File: config.mk
export PLATFORM = sky130hd
export DESIGN_NAME = mem_rd_arbiter
export DESIGN_NICKNAME = d
export VERILOG_FILES = /design/src/rtl/mem_rd_arbiter_pkg.sv /design/src/rtl/mem_rd_order_fifo.sv /design/src/rtl/mem_rd_arbiter.sv
export SDC_FILE = /design/constraint.sdc
export NUM_CORES = 1
export LEC_CHECK = 0
export ABC_AREA = 1
export BUFFER_PORTS_ARGS = -buffer_cell sky130_fd_sc_hd__buf_2
export CORE_AREA = 2 2 198 200
export DETAILED_ROUTE_END_ITERATION = 6
export DIE_AREA = 0 0 200 202
export HOLD_SLACK_MARGIN = 0.1
export PLACE_DENSITY = 0.56
export SLEW_MARGIN = 20
export SYNTH_ARGS = -nofsm -noshare
export SYNTH_HDL_FRONTEND = slang
export SYNTH_SLANG_ARGS = --single-unit
File: constraint.sdc
create_clock -name clk -period 6.2 [get_ports clk]
set_input_delay 0.93 -clock clk [delete_from_list [all_inputs] [get_ports clk]]
set_output_delay 0.93 -clock clk [all_outputs]
set_load 0.02 [all_outputs]
File: src/rtl/mem_rd_arbiter_pkg.sv
// Shared widths and defaults for the DDR read arbiter slice.
// Request FSM encodings live here so the status word and bench agree on them.
package mem_rd_arbiter_pkg;

  localparam int AXI4S_DATA_WIDTH = 64;
  localparam int AXI4L_DATA_WIDTH = 32;

  localparam int MEM_RD_MAX_REQ   = 4;
  localparam int MEM_RD_ORD_DEPTH = 8;

  localparam logic REQ_IDLE = 1'b0;
  localparam logic REQ_FWD  = 1'b1;

endpackage

File: src/rtl/mem_rd_order_fifo.sv
// Synchronous FIFO that remembers which requester owns each outstanding read, in grant order.
// Storage is not reset; flushing the pointers and the count is enough to empty it.
module mem_rd_order_fifo #(
  parameter int WIDTH = 2,
  parameter int DEPTH = 8,
  localparam int AW = $clog2(DEPTH),
  localparam int CW = AW + 1
) (
  input  logic             clk,
  input  logic             srst_n,
  input  logic             push,
  input  logic [WIDTH-1:0] wr_data,
  input  logic             pop,
  output logic [WIDTH-1:0] rd_data,
  output logic             full,
  output logic             empty,
  output logic [CW-1:0]    count
);

  logic [WIDTH-1:0] mem [DEPTH];
  logic [AW-1:0]    wr_ptr;
  logic [AW-1:0]    rd_ptr;
  logic             do_push;
  logic             do_pop;

  assign full    = (count == CW'(DEPTH));
  assign empty   = (count == '0);
  assign do_push = push & ~full;
  assign do_pop  = pop & ~empty;
  assign rd_data = mem[rd_ptr];

  always_ff @(posedge clk) begin
    if (do_push) mem[wr_ptr] <= wr_data;
  end

  always_ff @(posedge clk) begin
    if (!srst_n) begin
      wr_ptr <= '0;
      rd_ptr <= '0;
      count  <= '0;
    end else begin
      if (do_push) wr_ptr <= wr_ptr + 1'b1;
      if (do_pop)  rd_ptr <= rd_ptr + 1'b1;
      case ({do_push, do_pop})
        2'b10:   count <= count + 1'b1;
        2'b01:   count <= count - 1'b1;
        default: count <= count;
      endcase
    end
  end

endmodule

File: src/rtl/mem_rd_arbiter.sv
// Round-robin arbiter sharing one DDR read engine; routes response packets back by grant order.
//   state    | meaning
//   REQ_IDLE | searching for a requester from rr_ptr, grant when order FIFO has room
//   REQ_FWD  | holding the latched request word on m_req until the reader accepts it
module mem_rd_arbiter
  import mem_rd_arbiter_pkg::*;
#(
  parameter int NUM_REQ       = MEM_RD_MAX_REQ,
  parameter int REQ_IDX_WIDTH = 2,
  parameter int ORD_DEPTH     = MEM_RD_ORD_DEPTH
) (
  input  logic                              clk,
  input  logic                              reset_n,
  input  logic [NUM_REQ*AXI4S_DATA_WIDTH-1:0] s_req_tdata,
  input  logic [NUM_REQ-1:0]                s_req_tvalid,
  output logic [NUM_REQ-1:0]                s_req_tready,
  output logic [AXI4S_DATA_WIDTH-1:0]       m_req_tdata,
  output logic                              m_req_tvalid,
  input  logic                              m_req_tready,
  input  logic [AXI4S_DATA_WIDTH-1:0]       s_rsp_tdata,
  input  logic                              s_rsp_tlast,
  input  logic                              s_rsp_tuser,
  input  logic                              s_rsp_tvalid,
  output logic                              s_rsp_tready,
  output logic [AXI4S_DATA_WIDTH-1:0]       m_rsp_tdata,
  output logic                              m_rsp_tlast,
  output logic                              m_rsp_tuser,
  output logic [NUM_REQ-1:0]                m_rsp_tvalid,
  input  logic [NUM_REQ-1:0]                m_rsp_tready,
  output logic [AXI4L_DATA_WIDTH-1:0]       status_out
);

  localparam int DW = AXI4S_DATA_WIDTH;
  localparam int CW = $clog2(ORD_DEPTH) + 1;

  logic                     req_state;
  logic [REQ_IDX_WIDTH-1:0] rr_ptr;
  logic [REQ_IDX_WIDTH-1:0] grant;
  logic [REQ_IDX_WIDTH-1:0] search_idx;
  logic                     grant_valid;
  logic                     accept;
  logic [DW-1:0]            grant_data;
  logic                     ord_full;
  logic                     ord_empty;
  logic [CW-1:0]            ord_count;
  logic [REQ_IDX_WIDTH-1:0] head;
  logic                     rsp_pop;
  logic                     overflow;

  always_comb begin
    grant       = '0;
    grant_valid = 1'b0;
    search_idx  = '0;
    for (int k = 0; k < NUM_REQ; k++) begin
      search_idx = REQ_IDX_WIDTH'((int'(rr_ptr) + k) % NUM_REQ);
      if (!grant_valid && s_req_tvalid[search_idx]) begin
        grant_valid = 1'b1;
        grant       = search_idx;
      end
    end
  end

  // Gating with reset_n keeps the handshakes quiet while the block is held in reset.
  assign accept       = reset_n & (req_state == REQ_IDLE) & grant_valid & ~ord_full;
  assign s_req_tready = accept ? (NUM_REQ'(1) << grant) : '0;
  assign grant_data   = s_req_tdata[int'(grant)*DW +: DW];

  always_ff @(posedge clk) begin
    if (!reset_n) begin
      req_state    <= REQ_IDLE;
      rr_ptr       <= '0;
      m_req_tdata  <= '0;
      m_req_tvalid <= 1'b0;
    end else begin
      case (req_state)
        REQ_IDLE: if (accept) begin
          m_req_tdata  <= grant_data;
          m_req_tvalid <= 1'b1;
          rr_ptr       <= (grant == REQ_IDX_WIDTH'(NUM_REQ - 1)) ? '0 : grant + 1'b1;
          req_state    <= REQ_FWD;
        end
        REQ_FWD: if (m_req_tready) begin
          m_req_tvalid <= 1'b0;
          req_state    <= REQ_IDLE;
        end
        default: req_state <= REQ_IDLE;
      endcase
    end
  end

  mem_rd_order_fifo #(
    .WIDTH (REQ_IDX_WIDTH),
    .DEPTH (ORD_DEPTH)
  ) u_order_fifo (
    .clk     (clk),
    .srst_n  (reset_n),
    .push    (accept),
    .wr_data (grant),
    .pop     (rsp_pop),
    .rd_data (head),
    .full    (ord_full),
    .empty   (ord_empty),
    .count   (ord_count)
  );

  assign s_rsp_tready = reset_n & ~ord_empty & m_rsp_tready[head];
  assign rsp_pop      = s_rsp_tvalid & s_rsp_tlast & ~ord_empty;

  // The reader never stalls mid-packet, so beats are forwarded regardless of ready.
  always_ff @(posedge clk) begin
    if (!reset_n) begin
      m_rsp_tdata  <= '0;
      m_rsp_tlast  <= 1'b0;
      m_rsp_tuser  <= 1'b0;
      m_rsp_tvalid <= '0;
      overflow     <= 1'b0;
    end else begin
      m_rsp_tdata  <= s_rsp_tdata;
      m_rsp_tlast  <= s_rsp_tlast;
      m_rsp_tuser  <= s_rsp_tuser;
      m_rsp_tvalid <= (s_rsp_tvalid && !ord_empty) ? (NUM_REQ'(1) << head) : '0;
      if (s_rsp_tvalid && (ord_empty || !m_rsp_tready[head])) overflow <= 1'b1;
    end
  end

  always_comb begin
    status_out                        = '0;
    status_out[3:0]                   = 4'(ord_count);
    status_out[4]                     = req_state;
    status_out[5]                     = overflow;
    status_out[8 +: REQ_IDX_WIDTH]    = ord_empty ? '0 : head;
  end

endmodule

# Word-level counts from Yosys, hierarchy flattened
# Memories as Yosys holds them, arrays and structs flattened. A register that Yosys moved wholly into a read port is not among the register bits.
# Cells that the tools add are included.
dict set report totals {
  wordCells 95
  regBits 149
  mem_count 1
  mem_bits_rw 16
}
dict set report op_classes {
  n_reduce_logical 16
  add_sub_neg 8
  muxes 32
  bitwise_logic 12
  n_eq_ne 6
  magnitude_cmp 5
  shift 3
}
# name words word_bits read_ports rd_ports_with_merged_regs wr line_no
set mem_list {}
lappend mem_list {u_order_fifo.mem 8 2 1 1 1 mem_rd_order_fifo.sv:20} ;# logic [WIDTH-1:0] mem [DEPTH];
# cell count
set op_table {}
lappend op_table {{indexed part select 256 x 9 -> 64 bit} 1}
lappend op_table {{< comparator 2 x 3 -> 1 bit (second input constant)} 5}
lappend op_table {{2-to-1 mux 1 bit} 15}
lappend op_table {{2-to-1 mux 2 bit} 6}
lappend op_table {{binary-select mux 1 bit (select 2 bit)} 5}
lappend op_table {{bitwise AND 1 bit} 9}
lappend op_table {{case mux 4 bit (2 select lines)} 1}
lappend op_table {{left shift 1 x 2 -> 4 bit (first input constant)} 2}
lappend op_table {{adder 3 x 1 -> 3 bit (second input constant)} 2}
lappend op_table {{2-to-1 mux 3 bit} 2}
lappend op_table {{AND reduction 2 bit} 3}
lappend op_table {{logical AND 1 bit} 5}
lappend op_table {{zero test 1 bit} 5}
lappend op_table {{adder 2 x 1 -> 2 bit (second input constant)} 2}
lappend op_table {{adder 2 bit (second input constant)} 2}
lappend op_table {{adder 4 x 1 -> 4 bit (second input constant)} 1}
lappend op_table {{== test 2 bit (second input constant)} 2}
lappend op_table {{== test 4 bit (second input constant)} 1}
lappend op_table {{zero test 4 bit} 1}
lappend op_table {{2-to-1 mux 4 bit} 1}
lappend op_table {{inequality test 2 bit (second input constant)} 2}
lappend op_table {{case mux 1 bit (2 select lines)} 2}
lappend op_table {{subtractor 4 x 1 -> 4 bit (second input constant)} 1}
lappend op_table {{NOT 1 bit} 3}
lappend op_table {{other kinds (3)} 3}

# Depth between registers and ports, before layout
# Gate-level depths: netlist of the first run.
dict set report depth {
  depth_word 17
  ltp_mapped 18
  mapped_depth_nobuf 17
}

# Cells and area by module
# From an unflattened synthesis of the first run, not the netlist that was laid out.
dict set report unflattened {
  cells_unflattened 1411
  hier_area_um2 9051.2
}
# mod area_each_um2 n_inst cells_per_inst
set by_module_without_submodules {}
lappend by_module_without_submodules {mem_rd_arbiter 7717.4 1 1270}
lappend by_module_without_submodules {mem_rd_order_fifo 1333.8 1 141}

# Worst setup path after synthesis of the first run
# No wires, ideal clock.
dict set report synth_path {
  kind {input port to output port}
  startpoint {in s_req_tvalid[3]}
  endpoint {out s_req_tready[3]}
  arrival_ns 2.529
  setup_slack_ns 2.741
  t_required_ns 5.270
  cell_stages 14
  cell_sequence {inv_1 > nand2_1 > nand3_1 > nand2_2 > nor2_4 > nand3_1 > nand2_2 > nand2_2 > buf_6 > buf_6 > inv_1 > ha_1 > inv_1 > nor2_1}
}
dict set report synth_via {
  word_cells_on_any_way 26
  classes_between {1 x shift; 17 x mux; 2 x bitwise; 6 x reduce/logical}
}
# item line_no
set synth_rtl {}
lappend synth_rtl {{start, declared} mem_rd_arbiter.sv:15} ;# input logic [NUM_REQ-1:0] s_req_tvalid,
lappend synth_rtl {{binary-select mux 1 bit (select 2 bit)} mem_rd_arbiter.sv:56} ;# if (!grant_valid && s_req_tvalid[search_idx]) begin
lappend synth_rtl {{2-to-1 mux 1 bit (not written as such)} mem_rd_arbiter.sv:56}
lappend synth_rtl {{2-to-1 mux 1 bit} mem_rd_arbiter.sv:56}
lappend synth_rtl {{zero test 1 bit} mem_rd_arbiter.sv:56}
lappend synth_rtl {{logical AND 1 bit} mem_rd_arbiter.sv:56}
lappend synth_rtl {{2-to-1 mux 1 bit} mem_rd_arbiter.sv:56}
lappend synth_rtl {{zero test 1 bit} mem_rd_arbiter.sv:56}
lappend synth_rtl {{logical AND 1 bit} mem_rd_arbiter.sv:56}
lappend synth_rtl {{2-to-1 mux 1 bit} mem_rd_arbiter.sv:56}
lappend synth_rtl {{zero test 1 bit} mem_rd_arbiter.sv:56}
lappend synth_rtl {{logical AND 1 bit} mem_rd_arbiter.sv:56}
lappend synth_rtl {{2-to-1 mux 2 bit (*)} mem_rd_arbiter.sv:56}
lappend synth_rtl {{via grant[0]} mem_rd_arbiter.sv:38} ;# logic [REQ_IDX_WIDTH-1:0] grant;
lappend synth_rtl {{left shift 1 x 2 -> 4 bit (*)} mem_rd_arbiter.sv:65} ;# assign s_req_tready = accept ? (NUM_REQ'(1) << grant) : '0;
lappend synth_rtl {{2-to-1 mux 4 bit (*)} mem_rd_arbiter.sv:65}
lappend synth_rtl {{end, declared} mem_rd_arbiter.sv:16} ;# output logic [NUM_REQ-1:0] s_req_tready,
# The timed path passes the listed nets; every way through them passes the cells marked *. The select of a mux whose other input is x is not followed.

# Worst setup path in the final report of the first run
dict set report layout_path {
  startpoint {reg rr_ptr[0]}
  endpoint {out s_req_tready[3]}
}
dict set report layout_via {
  word_cells_on_any_way 29
  classes_between {3 x add/sub; 1 x shift; 17 x mux; 2 x bitwise; 6 x reduce/logical}
}
# item line_no
set layout_rtl {}
lappend layout_rtl {{start, declared} mem_rd_arbiter.sv:37} ;# logic [REQ_IDX_WIDTH-1:0] rr_ptr;
lappend layout_rtl {{start signal, assigned} mem_rd_arbiter.sv:79} ;# rr_ptr <= (grant == REQ_IDX_WIDTH'(NUM_REQ - 1)) ? '0 : grant + 1'b1;
lappend layout_rtl {{parallel branches: the longest is 11 deep, another holds adder 2 x 1 -> 2 bit} --}
lappend layout_rtl {{2-to-1 mux 2 bit (*)} mem_rd_arbiter.sv:56}
lappend layout_rtl {{via grant[0]} mem_rd_arbiter.sv:38}
lappend layout_rtl {{left shift 1 x 2 -> 4 bit (*)} mem_rd_arbiter.sv:65}
lappend layout_rtl {{2-to-1 mux 4 bit (*)} mem_rd_arbiter.sv:65}
# Mark *: on every way through the listed nets, which the timed path passes. The select of a mux whose other input is x is not followed.

==> results of run 1 <==
## worst max-delay path by stage
stage / startpoint / to / slack (ns)
after floorplan: s_req_tvalid[3] / s_req_tready[3] / 2.74
after global placement: s_req_tvalid[1] / s_req_tready[3] / 1.73
after detailed placement: s_req_tvalid[3] / s_req_tready[3] / 1.66
after CTS: rr_ptr[0] / s_req_tready[3] / 1.48
after global routing: rr_ptr[0] / s_req_tready[3] / 1.12
final: rr_ptr[0] / s_req_tready[3] / 1.52
## state kept, by name, summed over array words and instances (netlist names), named ones only
signal               flops
m_rsp_tdata             64
u_order_fifo.count       4
overflow                 1
rr_ptr                   2
m_rsp_tvalid             4
u_order_fifo.mem        16
req_state                1
m_req_tdata             64
u_order_fifo.rd_ptr      3
m_rsp_tuser              1
m_rsp_tlast              1
u_order_fifo.wr_ptr      3
m_req_tvalid             1
## layer usage
| layer | share of wire, % | global-route usage, % | vias up |
|---|---|---|---|
| met4 | 2.5 | 5.79 | 4 |
| met1 | 41 | 17.8 | 4254 |
| met5 | 0.067 | 0 | - |
| met3 | 8.9 | 4.72 | 47 |
| met2 | 47 | 25.4 | 450 |
| li1 | - | - | 4705 |
## cell usage after synthesis
cell type | number | area (sq um)
a211oi_1 | 1 | 7.51
a21oi_1 | 9 | 45.0
buf_1 | 4 | 15.0
buf_2 | 36 | 180
buf_4 | 43 | 323
buf_6 | 10 | 113
clkbuf_1 | 22 | 82.6
conb_1 | 1 | 3.75
dfxtp_1 | 152 | 3040
edfxtp_1 | 16 | 480
ha_1 | 9 | 113
inv_1 | 98 | 368
inv_2 | 2 | 7.51
nand2_1 | 321 | 1200
nand2_2 | 4 | 25.0
nand3_1 | 399 | 2000
nand3b_1 | 2 | 15.0
nand4_1 | 1 | 6.26
nor2_1 | 47 | 176
nor2_4 | 1 | 11.3
nor3_1 | 1 | 5.00
nor4_1 | 2 | 12.5
o211ai_1 | 1 | 7.51
o21ai_0 | 16 | 80.1
o21ai_1 | 2 | 10.0
o31ai_1 | 2 | 15.0
xnor2_1 | 1 | 8.76
xor2_1 | 3 | 26.3
## kinds of logic (layout without fill, tap and decap cells)
group	count (synthesis)	count (layout)	share of synthesized area (%)
flops	168	168	42.0
simple gates	778	778	41.2
other cells	1	24	0.0447
xor+xnor	4	4	0.418
buf+inv	215	620	13.0
fa+ha+maj	9	9	1.34
compound gates	31	31	1.97
## worst reg2reg max path: stages (launching register included)
cell and delay [ns]:
dfxtp_1 0.61, inv_2 0.18, nand2_1 0.11, nand2_1 0.10, nand2_1 0.07, nand2_1 0.06
a21oi_1 0.25, nand2_4 0.36, nand2_4 0.62, buf_4 0.73, nand2_1 0.15, nand3_1 0.19
nand3_1 0.10, nand2_1 0.08
## cell type report
type                    count  area, sq um
repair buffers            488         2460
clock buffers              17          425
multi-input cells         846         3900
well taps                 518          648
flip-flops and latches    168         3520
clock inverters            15          175
fillers                  4247        26800
inverters                 100          375
## through the flow
| stage | util [%] | cells | worst slack [ns] |
|---|---|---|---|
| final | 30.1 | 2152 | 1.52 |
| after CTS | 30.1 | 2152 | 1.48 |
| after floorplan | - | 1229 | 2.74 |
| after detailed placement | 28.5 | 2120 | 1.66 |
| after global routing | 30.1 | 2152 | 1.12 |
| after global placement | 28.5 | 2120 | 1.73 |
## power by group through the flow
stage	clock [mW]	combinational (mW)	sequential, mW
2_1_floorplan	0	2.38	1.72
3_3_place_gp	0	3.38	1.51
3_5_place_dp	0	3.39	1.52
4_1_cts	1.11	3.40	1.50
5_1_grt	1.16	3.77	1.53
6_report	1.07	3.36	1.50
==> results.json, run 1 <==
{
  "tns_ns": 0,
  "hold_start": "u_order_fifo.rd_ptr[2]",
  "numCtsBuffers": 17,
  "final_nets": 1964,
  "max_cap_viol_count": 0,
  "clock_latency_ns": 0.45,
  "dp.final_hpwl_microns": 23900,
  "clockBufferDepth": 2,
  "maxSlewHeadroom_pct": 39.1,
  "maxSlewViolCount": 0,
  "worst-path-stages": 13,
  "hold_viol_final": 0,
  "reg2reg_depth": 13,
  "grt_pass1_vias": 9102,
  "cts_max_level": 4,
  "slowest_delay_ns": 0.61,
  "crit_chain": "inv_2 > nand2_1 > nand2_1 > nand2_1 > nand2_1 > a21oi_1 > nand2_4 > nand2_4 > inv_1 > ha_1 > inv_1 > nor2_1 > buf_2",
  "antennaDiodeCount": 0,
  "fin_area_sq_mm": 0.0115,
  "avgViaCountPerCell": 4.40,
  "power_mw": 5.92,
  "postCtsSetupBuffers": 0,
  "start_kind": "flop",
  "crit_fanout": 49,
  "reg2reg_from": "rr_ptr[0]",
  "critPathRequiredTime_ns": 5.27,
  "tritoncts": "yes",
  "drc": 0,
  "cts.clk_slew.worst_paths_ns": 0.07,
  "worst_pin_slew_ns": 0.914,
  "grt_usage_pct": 15.1,
  "rr_endpoint": "m_req_tdata[59]",
  "crit_type": "flop to primary output",
  "final_common_cell": "buf_2",
  "p_leak_nw": 6.42,
  "dieHeight_microns": 202,
  "cts_sinks": 168,
  "clockPowerShare_pct": 18.0,
  "fp-row-count": 72,
  "r2r_slack_ns": 2.54,
  "synth-seq-cells": 168,
  "drt_iter0_drc": 427,
  "grt_overflow": 0,
  "ctsHoldBuffers": 0,
  "io_buffers": 481,
  "setup_viol": 0,
  "p_comb_share_pct": 56.7,
  "netlist-cell-type-count": 28,
  "fin_skew_ns": 0.00898,
  "syn_area_sq_mm": 0.00838,
  "num_io_pins": 506,
  "syn2layout_area_growth_pct": 37.3,
  "min_period_ns": 4.68,
  "p_sw_mw": 3.03,
  "ys_seq_area_share_pct": 42.0,
  "antenna_found_initial": 2,
  "grt_max_degree": 95,
  "cts.repair.resized": 0,
  "critPathMostFrequentCell": "nand2_1",
  "grt_pass1_wl_microns": 47500,
  "cts_root_buf": "clkbuf_16",
  "rsz0062_at_grt": "no",
  "postPlaceCellArea_sq_mm": 0.0109,
  "ir_drop_uv": 239,
  "crit_slowest_cell": "dfxtp_1",
  "run_status": "finished, final reports clean",
  "arrival_ns": 3.75,
  "cp_num_buf_inv": 4,
  "routabilityCongestion": 0.874,
  "vias": 9460,
  "drive_above_1_share_pct": 32.5,
  "power.internal_mw": 2.90,
  "synthCells": 1206,
  "ant_nets": 0,
  "holdPathEnd": "u_order_fifo.rd_ptr[2]",
  "holdWs_ns": 0.451,
  "worst_path_dominant_cell_family": "simple AND/OR/NAND/NOR gates",
  "period_share_pct": 75.5,
  "start_util_pct": 21.9,
  "die-area_sq_mm": 0.0404,
  "drt_pass1_iterations": 5,
  "p_sw_share_pct": 51.1,
  "pwr-share-seq_pct": 25.2,
  "routed_wl_microns": 31400,
  "die_w_microns": 200,
  "p_per_area_mw_per_mm2": 515,
  "syn_area_per_cell_sq_um": 6.95,
  "ys_warn_count": 0,
  "mostFrequentLayoutCells": "buf_2, nand3_1, nand2_1",
  "fmax_ghz": 0.214,
  "coreArea_sq_mm": 0.0383,
  "holdPathStages": 1,
  "end_kind": "primary output",
  "avgRoutedWirePerCell_microns": 14.6,
  "hold_path_class": "flop to flop"
}
(Power assumes the default switching activity.)
==> inputs of run 2 (changes only) <==
Settings changed: ABC_AREA 1 to 0, CORE_AREA 2 2 198 200 to 2 2 197 199, DIE_AREA 0 0 200 202 to 0 0 199 201, PLACE_DENSITY 0.56 to 0.57.
Clock period 6.2 ns to 3.84 ns, I/O delays scaled along.
==> run 2 against run 1 <==
Compared with the run above: wire length up 0.84%; critical path depth down 6; worst hold slack worse by 0.11 ns; via count down 15%; sequential cell count unchanged; first-iteration DRC count down 25%; clock skew up 0.0032 ns; register-to-register slack worse by 1.5 ns; clock-buffer cell count up 2.
==> results.json, run 2 <==
{
  "maxSlewHeadroom_pct": 45.5,
  "ant_nets": 0,
  "ir_drop_uv": 220,
  "power_mw": 5.52,
  "synth-seq-cells": 168,
  "clock_latency_ns": 0.44,
  "synth_most_common_cell": "dfxtp_1",
  "yosysTopAreaCellShare_pct": 38.7,
  "fmax_ghz": 0.306,
  "yosys.area_share.simple_pct": 23.1,
  "worst_path_dominant_cell_family": "buffers and inverters",
  "synthAdderAreaFrac_pct": 1.43,
  "layoutNonFillerInstCount": 1805,
  "crit_fanout": 29,
  "coreArea_sq_mm": 0.0381,
  "hold_viol_final": 0,
  "cts_root_buf": "clkbuf_16",
  "grt_overflow": 0,
  "routabilityCongestion": 0.829,
  "mostFrequentLayoutCells": "buf_2, dfxtp_1, and3_1",
  "drt_iter0_drc": 320,
  "critPathRequiredTime_ns": 3.26,
  "syn2layout_area_growth_pct": 42.4,
  "setup_viol": 0,
  "tritoncts": "yes",
  "pre_cts_ws_ns": 0.671,
  "arrival_ns": 2.70,
  "ys_top_cells_by_area": "dfxtp_1, a211oi_1, and3_1, o31ai_1, edfxtp_1",
  "avgRoutedWirePerCell_microns": 17.5,
  "async_flop_share_pct": 0,
  "syn_area_sq_mm": 0.00786,
  "seq_area_sq_mm": 0.00352,
  "grt_pass1_vias": 7952,
  "worst-path-stages": 7,
  "maxSlewViolCount": 0,
  "start_kind": "flop",
  "grt_usage_pct": 15.4,
  "holdWs_ns": 0.338,
  "setup_ws_ns": 0.569,
  "ys_warn_count": 0,
  "dieHeight_microns": 201,
  "yosys.area.top_type": "dfxtp_1",
  "holdPathStages": 2,
  "crit_type": "flop to primary output",
  "cts.repair.resized": 0,
  "synth_edf_count": 16,
  "synth_mux_area_share_pct": 2.29,
  "routed_wl_microns": 31700,
  "rsz0062_at_grt": "no",
  "ctsHoldBuffers": 0,
  "io_buffers": 481,
  "tns_ns": 0,
  "grt_pass1_wl_microns": 46300,
  "worst_pin_slew_ns": 0.817,
  "cts_sinks": 168,
  "p_leak_nw": 5.47,
  "die_w_microns": 199,
  "grt_max_degree": 86,
  "antenna_found_initial": 2,
  "cp_num_buf_inv": 2,
  "die-area_sq_mm": 0.0400,
  "slowest_delay_ns": 0.52,
  "crit_slowest_cell": "inv_2",
  "cts.clk_slew.worst_paths_ns": 0.07,
  "clockBufferDepth": 2,
  "cts_max_level": 4,
  "multi_input_area_sq_mm": 0.00387,
  "synth_top_family_by_area": "simple AND/OR/NAND/NOR gates",
  "ys_seq_area_share_pct": 44.8,
  "synthCells": 849,
  "avgViaCountPerCell": 4.48,
  "syn_area_per_cell_sq_um": 9.26,
  "hold_path_class": "input pin to flop",
  "p_per_area_mw_per_mm2": 494,
  "num_io_pins": 506,
  "end_kind": "primary output",
  "postCtsSetupBuffers": 0,
  "reg2reg_depth": 7,
  "placed_cells": 1771,
  "final_common_cell": "buf_2",
  "drt_pass1_iterations": 4,
  "netlist-cell-type-count": 42,
  "max_cap_viol_count": 0,
  "period_share_pct": 85.2,
  "synth_compound_area_share_pct": 20.0,
  "synth_flop_cell": "dfxtp_1",
  "drive_above_1_share_pct": 42.0,
  "final_nets": 1615,
  "run_status": "finished, final reports clean",
  "synth_commonest_cells": "dfxtp_1, and3_1, a211oi_1",
  "min_period_ns": 3.27,
  "dp.final_hpwl_microns": 24400,
  "nFillCells": 4136,
  "crit_chain": "nand2b_1 > a21oi_1 > a211o_2 > inv_2 > ha_1 > and2_1 > buf_2",
  "vias": 8088,
  "largestRegisters": "m_req_tdata: 64 flops, m_rsp_tdata: 64 flops, u_order_fifo.mem: 16 flops",
  "start_util_pct": 20.6,
  "fp-row-count": 72,
  "fin_skew_ns": 0.0122,
  "yosys.area_share.xor_xnor_pct": 0.780,
  "drc": 0,
  "numCtsBuffers": 17
}
run 2: cell types whose count changed after synthesis, moves of 9 or more:
cell | previous run | this run
o21ai_0 | 16 | 5
o31ai_1 | 2 | 65
a211oi_1 | 1 | 129
nand3_1 | 399 | 65
buf_2 | 36 | 3
buf_6 | 10 | 1
nor2_1 | 47 | 18
clkbuf_1 | 22 | 78
nand2_1 | 321 | 10
buf_4 | 43 | 26
inv_1 | 98 | 7
and3_1 | 0 | 130
and2_1 | 0 | 71
run 2: cells by family after synthesis:
logic type / Yosys count
xor gates and xnor gates: 7
other: 1
adders and majority gates: 9
muxes: 11
AOI/OAI and AO/OA: 213
and+or+nand+nor: 313
DFF: 168
buffers and inverters: 127
run 2: cell type report:
class | count | area share (%)
antenna | 2 | 0.0447
clock buffer | 19 | 3.87
tap | 518 | 5.79
clock inverter | 13 | 0.995
timing repair buffer | 499 | 22.9
inverter | 9 | 0.324
multi-input combinational | 577 | 34.6
sequential | 168 | 31.5
run 2: per-layer routing:
metal  track usage (%)  share of wire (%)
met4              6.61                2.9
met1              18.1                 41
met3              3.80                7.2
met5                 0                  0
met2              26.6                 49
run 2: worst paths after layout:
kind | from | to | slack [ns]
min | s_rsp_tdata[4] | m_rsp_tdata[4] | 0.34
max reg2reg | rr_ptr[0] | m_req_tdata[19] | 1.03
min reg2reg | m_req_tdata[27] | m_req_tdata[27] | 0.47
max | rr_ptr[0] | s_req_tready[3] | 0.57
run 2: power breakdown:
part | switching (mW) | internal [mW]
logic | 1.12 | 0.639
registers | 0.138 | 2.00
clock network | 0.778 | 0.847
run 2: stage by stage:
stage                     instance area, sq um  util, %
after floorplan                           7940        -
after global placement                   10600     27.9
after detailed placement                 10600     27.9
after CTS                                11200     29.4
after global routing                     11200     29.4
final                                    11200     29.4
